[src/rtl/led_pwm_fader.sv]
`default_nettype none
// ============================================================================
//  Module      : led_pwm_fader
//  Description : Per-channel PWM fader for a 4-bit LED pattern. Each LED
//                ramps its duty up or down one step per fade tick. A bypass
//                mode switches the LEDs hard.
//  Revision    : 1.0  initial release
// ============================================================================
module led_pwm_fader #(
    parameter int PWM_BITS    = 8,
    parameter int STEP_CYCLES = 19531
) (
    input  logic       clk,
    input  logic       rst,
    input  logic [3:0] led_in,
    input  logic       en,
    output logic [3:0] led_out,
    output logic       busy
);

    localparam int                    c_N_CH      = 4;
    localparam logic [PWM_BITS-1:0]   c_MAX       = {PWM_BITS{1'b1}};
    localparam logic [PWM_BITS-1:0]   c_PWM_LAST  = c_MAX - 1'b1;
    localparam int                    c_STEP_W    = (STEP_CYCLES > 1) ? $clog2(STEP_CYCLES) : 1;
    localparam logic [c_STEP_W-1:0]   c_STEP_LAST = c_STEP_W'(STEP_CYCLES - 1);

    logic [3:0]          r_led_in_q;
    logic [c_STEP_W-1:0] r_step_cnt;
    logic [PWM_BITS-1:0] r_pwm_cnt;
    logic                w_step_tick;
    logic [c_N_CH-1:0]   w_pwm_on;
    logic [c_N_CH-1:0]   w_mismatch;

    assign w_step_tick = (r_step_cnt == c_STEP_LAST);

    // Input stage, fade-step prescaler and free-running PWM counter.
    always_ff @(posedge clk or posedge rst) begin
        if (rst) begin
            r_led_in_q <= '0;
            r_step_cnt <= '0;
            r_pwm_cnt  <= '0;
        end else begin
            r_led_in_q <= led_in;
            r_step_cnt <= w_step_tick ? '0 : r_step_cnt + 1'b1;
            r_pwm_cnt  <= (r_pwm_cnt == c_PWM_LAST) ? '0 : r_pwm_cnt + 1'b1;
        end
    end

    genvar gi;
    generate
        for (gi = 0; gi < c_N_CH; gi++) begin : g_ch
            logic [PWM_BITS-1:0] r_duty;
            logic [PWM_BITS-1:0] w_duty_next;
            logic [PWM_BITS-1:0] w_target;

            assign w_target = r_led_in_q[gi] ? c_MAX : '0;

            // Saturating one-step move toward the target; reversal happens
            // naturally from the current duty because only the sign changes.
            always_comb begin
                w_duty_next = r_duty;
                if (!en) begin
                    w_duty_next = w_target;
                end else if (w_step_tick) begin
                    if (r_led_in_q[gi] && (r_duty != c_MAX)) begin
                        w_duty_next = r_duty + 1'b1;
                    end else if (!r_led_in_q[gi] && (r_duty != '0)) begin
                        w_duty_next = r_duty - 1'b1;
                    end
                end
            end

            always_ff @(posedge clk or posedge rst) begin
                if (rst) begin
                    r_duty <= '0;
                end else begin
                    r_duty <= w_duty_next;
                end
            end

            assign w_pwm_on[gi]   = (r_pwm_cnt < r_duty);
            assign w_mismatch[gi] = (w_duty_next != w_target);
        end
    endgenerate

    always_ff @(posedge clk or posedge rst) begin
        if (rst) begin
            led_out <= '0;
            busy    <= 1'b0;
        end else if (en) begin
            led_out <= w_pwm_on;
            busy    <= |w_mismatch;
        end else begin
            led_out <= r_led_in_q;
            busy    <= 1'b0;
        end
    end

endmodule
`default_nettype wire

[config.mk]
export PLATFORM = sky130hd
export DESIGN_NAME = led_pwm_fader
export DESIGN_NICKNAME = d
export VERILOG_FILES = /design/src/rtl/led_pwm_fader.sv
export SDC_FILE = /design/constraint.sdc
export NUM_CORES = 1
export LEC_CHECK = 0
export ABC_AREA = 0
export CAP_MARGIN = 10
export CORE_ASPECT_RATIO = 0.7
export CORE_UTILIZATION = 49
export CTS_BUF_LIST = sky130_fd_sc_hd__clkbuf_4 sky130_fd_sc_hd__clkbuf_8
export DETAILED_ROUTE_END_ITERATION = 10
export GPL_TIMING_DRIVEN = 1
export PLACE_DENSITY = 0.73
export SETUP_SLACK_MARGIN = 0.4
export SLEW_MARGIN = 20
export SYNTH_ARGS = -nofsm -noshare
export SYNTH_HDL_FRONTEND = slang
export SYNTH_SLANG_ARGS = --single-unit
[constraint.sdc]
create_clock -name clk -period 2.9 [get_ports clk]
set_clock_uncertainty 0.2 [all_clocks]
set_input_delay 0.58 -clock clk [delete_from_list [all_inputs] [get_ports clk]]
set_output_delay 0.58 -clock clk [all_outputs]
set_load 0.03 [all_outputs]
==> impl_metrics.env <==
export IMPL_grt_total_usage_pct=30.5
export IMPL_drt_iter0_markers=587
export IMPL_wl_met1_mm=7.28
export IMPL_totalWireLength_mm=16.7
export IMPL_routed_wl_met3_mm=1.41
export IMPL_clock_sinks=64
export IMPL_netlist_area_leader_share_pct=31.6
export IMPL_count_of_distinct_cell_types_in_the_synthesized_netlist=66
export IMPL_place_inst=827
export IMPL_finalCritPeriodShare_pct=108
export IMPL_postLayoutSetupSlackWorst_ns=-0.236
export IMPL_met2RoutedLength_mm=7.44
export IMPL_maximum_number_of_pins_on_one_net_before_global_route_repair=65
export IMPL_clock_share_of_power_pct=32.8
export IMPL_critical_path_most_common_cell="sky130_fd_sc_hd__buf_4"
export IMPL_hold_depth=1
export IMPL_core_region_area_um2=9870
export IMPL_floorplan_die_area_um2=10800
export IMPL_timing_hold_worst_start="r_step_cnt[11]$_DFF_PP0_"
export IMPL_total_switching_power_mw=0.859
export IMPL_fraction_of_final_layout_cells_with_drive_strength_greater_than_1_pct=33.2
export IMPL_sw_frac_of_total_pct=32.4
export IMPL_routed_via_density=6.28
export IMPL_grt_antenna_before_repair=1
export IMPL_post_route_util_pct=71.0
export IMPL_seq_area_frac_synth_pct=31.6
export IMPL_cts_tree="built"
export IMPL_clock_h_tree_levels=3
export IMPL_gp_congestion=0.945
export IMPL_grt_remaining_overflow=0
export IMPL_power_frac_seq_pct=37.7
export IMPL_status="finished, violations left"
export IMPL_drt_antenna_violating_nets=0
export IMPL_crit_reg2reg_capture="busy$_DFF_PP0_"
export IMPL_syn_mean_instance_area_um2=8.51
export IMPL_rows=30
export IMPL_violations="setup timing"
export IMPL_ctsHoldBuffers=0
export IMPL_p_int_mw=1.80
export IMPL_antenna_cells_inserted=0
export IMPL_die_y_um=87.1
export IMPL_ys_warns=0
export IMPL_ff2ff_setup_slack_ns=-0.24
export IMPL_fmax_mhz=319
export IMPL_hold_class="reg2reg"
export IMPL_comb_power_share_pct=29.6
export IMPL_worst_vdd_rail_ir_drop_mv=0.257
export IMPL_max_cap_violations=0
export IMPL_dieWidth_um=124
export IMPL_first_global_vias=5162
export IMPL_synthesis_area_um2=5070
export IMPL_worst_endpoint_required_ns=2.96
export IMPL_netlist_instances=596
export IMPL_finalCriticalPeriod_ns=3.14
export IMPL_synth_nets=647
export IMPL_finalMaxSlewViolations=0
export IMPL_vias=5410
export IMPL_top_signal_layer_used="met4"
export IMPL_worst_slew_pin_slew_ns=0.487
export IMPL_syn2layout_area_growth_pct=38.1
export IMPL_ys_top_cells_by_area="sky130_fd_sc_hd__dfrtp_1, sky130_fd_sc_hd__ha_1, sky130_fd_sc_hd__xnor2_1"
export IMPL_top_cell_type_by_total_area_after_synthesis="sky130_fd_sc_hd__dfrtp_1"
export IMPL_dp_hpwl_mm=10.8
export IMPL_timing_setup_critical_path_class="reg2reg"
export IMPL_reg_to_reg_start="g_ch[3].r_duty[1]$_DFF_PP0_"
export IMPL_ys_async_sr_fraction_pct=100
export IMPL_count_of_final_hold_check_violations=0
export IMPL_port_buffers=11
export IMPL_power_leakage_nw=3.18
export IMPL_drt_wirelength_per_cell_um=19.4
export IMPL_path_cells="inv_2 -> buf_4 -> ha_1 -> nand4b_1 -> o22ai_1 -> nor3_4 -> buf_4 -> buf_6 -> a211oi_1 -> o2111ai_1 -> o21ai_0 -> o31ai_1 -> a211o_1"
export IMPL_hold_path_endpoint="r_step_cnt[11]$_DFF_PP0_"
export IMPL_cts_reportedPaths_clkPinSlew_ns=0.08
export IMPL_clock_network_latency_to_the_later_pin_of_the_worst_skew_pair_ns=0.37
export IMPL_slew_headroom_pct=67.4
export IMPL_number_of_cells_on_the_worst_reg_to_reg_path=13
export IMPL_cts_root_buffer_cell="sky130_fd_sc_hd__clkbuf_8"
export IMPL_critical_path_endpoint_type="register"
export IMPL_ys_flop_type="sky130_fd_sc_hd__dfrtp_1"
export IMPL_crit_path_max_fanout=4
export IMPL_grt_first_pass_wirelength_mm=25.3
export IMPL_drt_drc_violations_left=0
export IMPL_boundaryPins=12
export IMPL_synth_enable_flop_cells=0
export IMPL_synth_seq_cells=64
export IMPL_critical_path_max_stage_delay_ns=0.41
export IMPL_cts_made_buffers=9
export IMPL_number_of_standard_cells_in_the_layout_taps_in_and_fillers_out=862
export IMPL_firstDrtPassIters=7
export IMPL_rsz0062_at_grt="true"
export IMPL_critPathSlowestCell="sky130_fd_sc_hd__dfrtp_1"
export IMPL_worst_setup_path_start_kind="register"
export IMPL_setup_viol=1
export IMPL_initial_core_util_pct=51.4
export IMPL_cts_path_max_buffers=2
export IMPL_final_nets=781
export IMPL_power_density_nw_per_um2=379
export IMPL_worst_endpoint_arrival_ns=3.20
-- routing by layer --
metal  GRT usage [%]  vias to the layer above
li1                -                     2446
met4            11.5                        0
met2            46.2                      324
met5               0                        -
met1            42.1                     2575
met3            7.13                       65
-- sequential cells by signal (all words and copies together) (netlist names) --
signal	flops
led_out	4
busy	1
r_pwm_cnt	8
g_ch.r_duty	32
r_led_in_q	4
r_step_cnt	15
-- cell usage in the layout, fill, tap and decap left out, types with 5 or more instances in the layout --
cell type and count:
sky130_fd_sc_hd__ha_1 37, sky130_fd_sc_hd__a21oi_2 10, sky130_fd_sc_hd__a211oi_1 5, sky130_fd_sc_hd__buf_6 9
sky130_fd_sc_hd__nand2_1 45, sky130_fd_sc_hd__xor2_1 7, sky130_fd_sc_hd__xnor2_1 29, sky130_fd_sc_hd__a21o_1 23
sky130_fd_sc_hd__nor4_1 5, sky130_fd_sc_hd__and3_1 7, sky130_fd_sc_hd__nand2b_1 6, sky130_fd_sc_hd__nor3_1 14
sky130_fd_sc_hd__inv_2 8, sky130_fd_sc_hd__ha_2 5, sky130_fd_sc_hd__clkbuf_8 9, sky130_fd_sc_hd__a21oi_1 35
sky130_fd_sc_hd__o2111ai_1 6, sky130_fd_sc_hd__buf_4 131, sky130_fd_sc_hd__dfrtp_1 63, sky130_fd_sc_hd__clkdlybuf4s50_1 11
sky130_fd_sc_hd__mux2i_1 6, sky130_fd_sc_hd__nand4_1 13, sky130_fd_sc_hd__inv_1 35, sky130_fd_sc_hd__a31oi_1 5
sky130_fd_sc_hd__nor2_1 44, sky130_fd_sc_hd__o21ai_0 16, sky130_fd_sc_hd__nand3_1 24, sky130_fd_sc_hd__and4_1 9
-- worst max-delay path: cells and delay by family, from the launching register on --
kind | cells | cell delay [ns]
DFF | 1 | 0.41
and+or+nand+nor | 2 | 0.25
AOI/OAI and AO/OA | 6 | 1.50
adders and majority gates | 1 | 0.20
buffers and inverters | 4 | 0.48
-- through the flow --
stage	TNS (ns)	area (um2)	setup slack [ns]	hold WS [ns]	total power [mW]
final	-0.236	7010	-0.236	0.310	2.66
after global routing	-0.419	7010	-0.419	0.320	2.76
after detailed placement	-0.269	6190	-0.269	0.285	1.66
after global placement	-0.179	6190	-0.179	0.273	1.65
after floorplan	-0.0943	5100	-0.0943	0.249	1.37
after CTS	-0.215	6630	-0.215	0.303	2.56
-- worst max-delay path by stage --
stage	start	end	cells after the start
3_3_place_gp	g_ch[3].r_duty[0]$_DFF_PP0_	busy$_DFF_PP0_	11
2_1_floorplan	g_ch[0].r_duty[3]$_DFF_PP0_	busy$_DFF_PP0_	10
3_5_place_dp	g_ch[0].r_duty[3]$_DFF_PP0_	busy$_DFF_PP0_	9
5_1_grt	g_ch[3].r_duty[0]$_DFF_PP0_	busy$_DFF_PP0_	13
6_report	g_ch[3].r_duty[1]$_DFF_PP0_	busy$_DFF_PP0_	13
4_1_cts	g_ch[0].r_duty[3]$_DFF_PP0_	busy$_DFF_PP0_	9
-- synth_stat cells (all sizes together) (2+ instances only) --
cell	number
a211o	2
a211oi	9
a21o	24
a21oi	46
a221o	2
a221oi	4
a311oi	3
a31oi	5
and2	3
and3	9
and4	9
buf	12
clkbuf	21
dfrtp	64
ha	44
inv	43
mux2	4
mux2i	6
nand2	45
nand2b	6
nand3	25
nand4	14
nand4b	2
nor2	46
nor3	18
nor4	9
nor4b	8
o2111ai	7
o211ai	4
o21ai	19
o221ai	2
o22ai	3
o311ai	2
o31ai	7
o41ai	2
or2	2
or3	5
or4	6
xnor2	33
xor2	7
-- cells by family (layout without fill, tap and decap cells) --
family	Yosys count	in the layout	share of synthesized area [%]
AND/OR/NAND/NOR	212	212	22.8
multiplexers	10	10	2.07
buffers and inverters	76	214	5.99
AO/OA/AOI/OAI	150	150	19.8
flip-flops	64	64	31.6
XOR/XNOR	40	40	6.90
adder cells (fa/ha/maj)	44	44	10.8
-- layout make-up --
cell class	instances	area [um2]
inverters	43	161
clock inverters	4	70.1
well taps	128	160
clock buffers	11	139
fillers	691	2860
repair buffers	156	1290
flip-flops and latches	64	1600
multi-input cells	456	3590
-- power groups by stage --
stage	sequential (mW)	clock, mW	combinational [mW]
after global routing	1.01	0.915	0.839
after detailed placement	1.01	0	0.650
after floorplan	1.00	0	0.369
after CTS	0.995	0.882	0.686
final	1.00	0.871	0.785
after global placement	1.01	0	0.636
-- timing repair --
| item | 4_1_cts | 5_1_grt |
|---|---|---|
| cloned | 0 | 0 |
| endpoints found under the hold margin | 0 | 0 |
| setup buffers | 12 | 8 |
| endpoints found under the setup margin | 7 | 14 |
| pin swaps | 16 | 34 |
| gates resized for setup | 30 | 68 |
(Power assumes the default switching activity.)
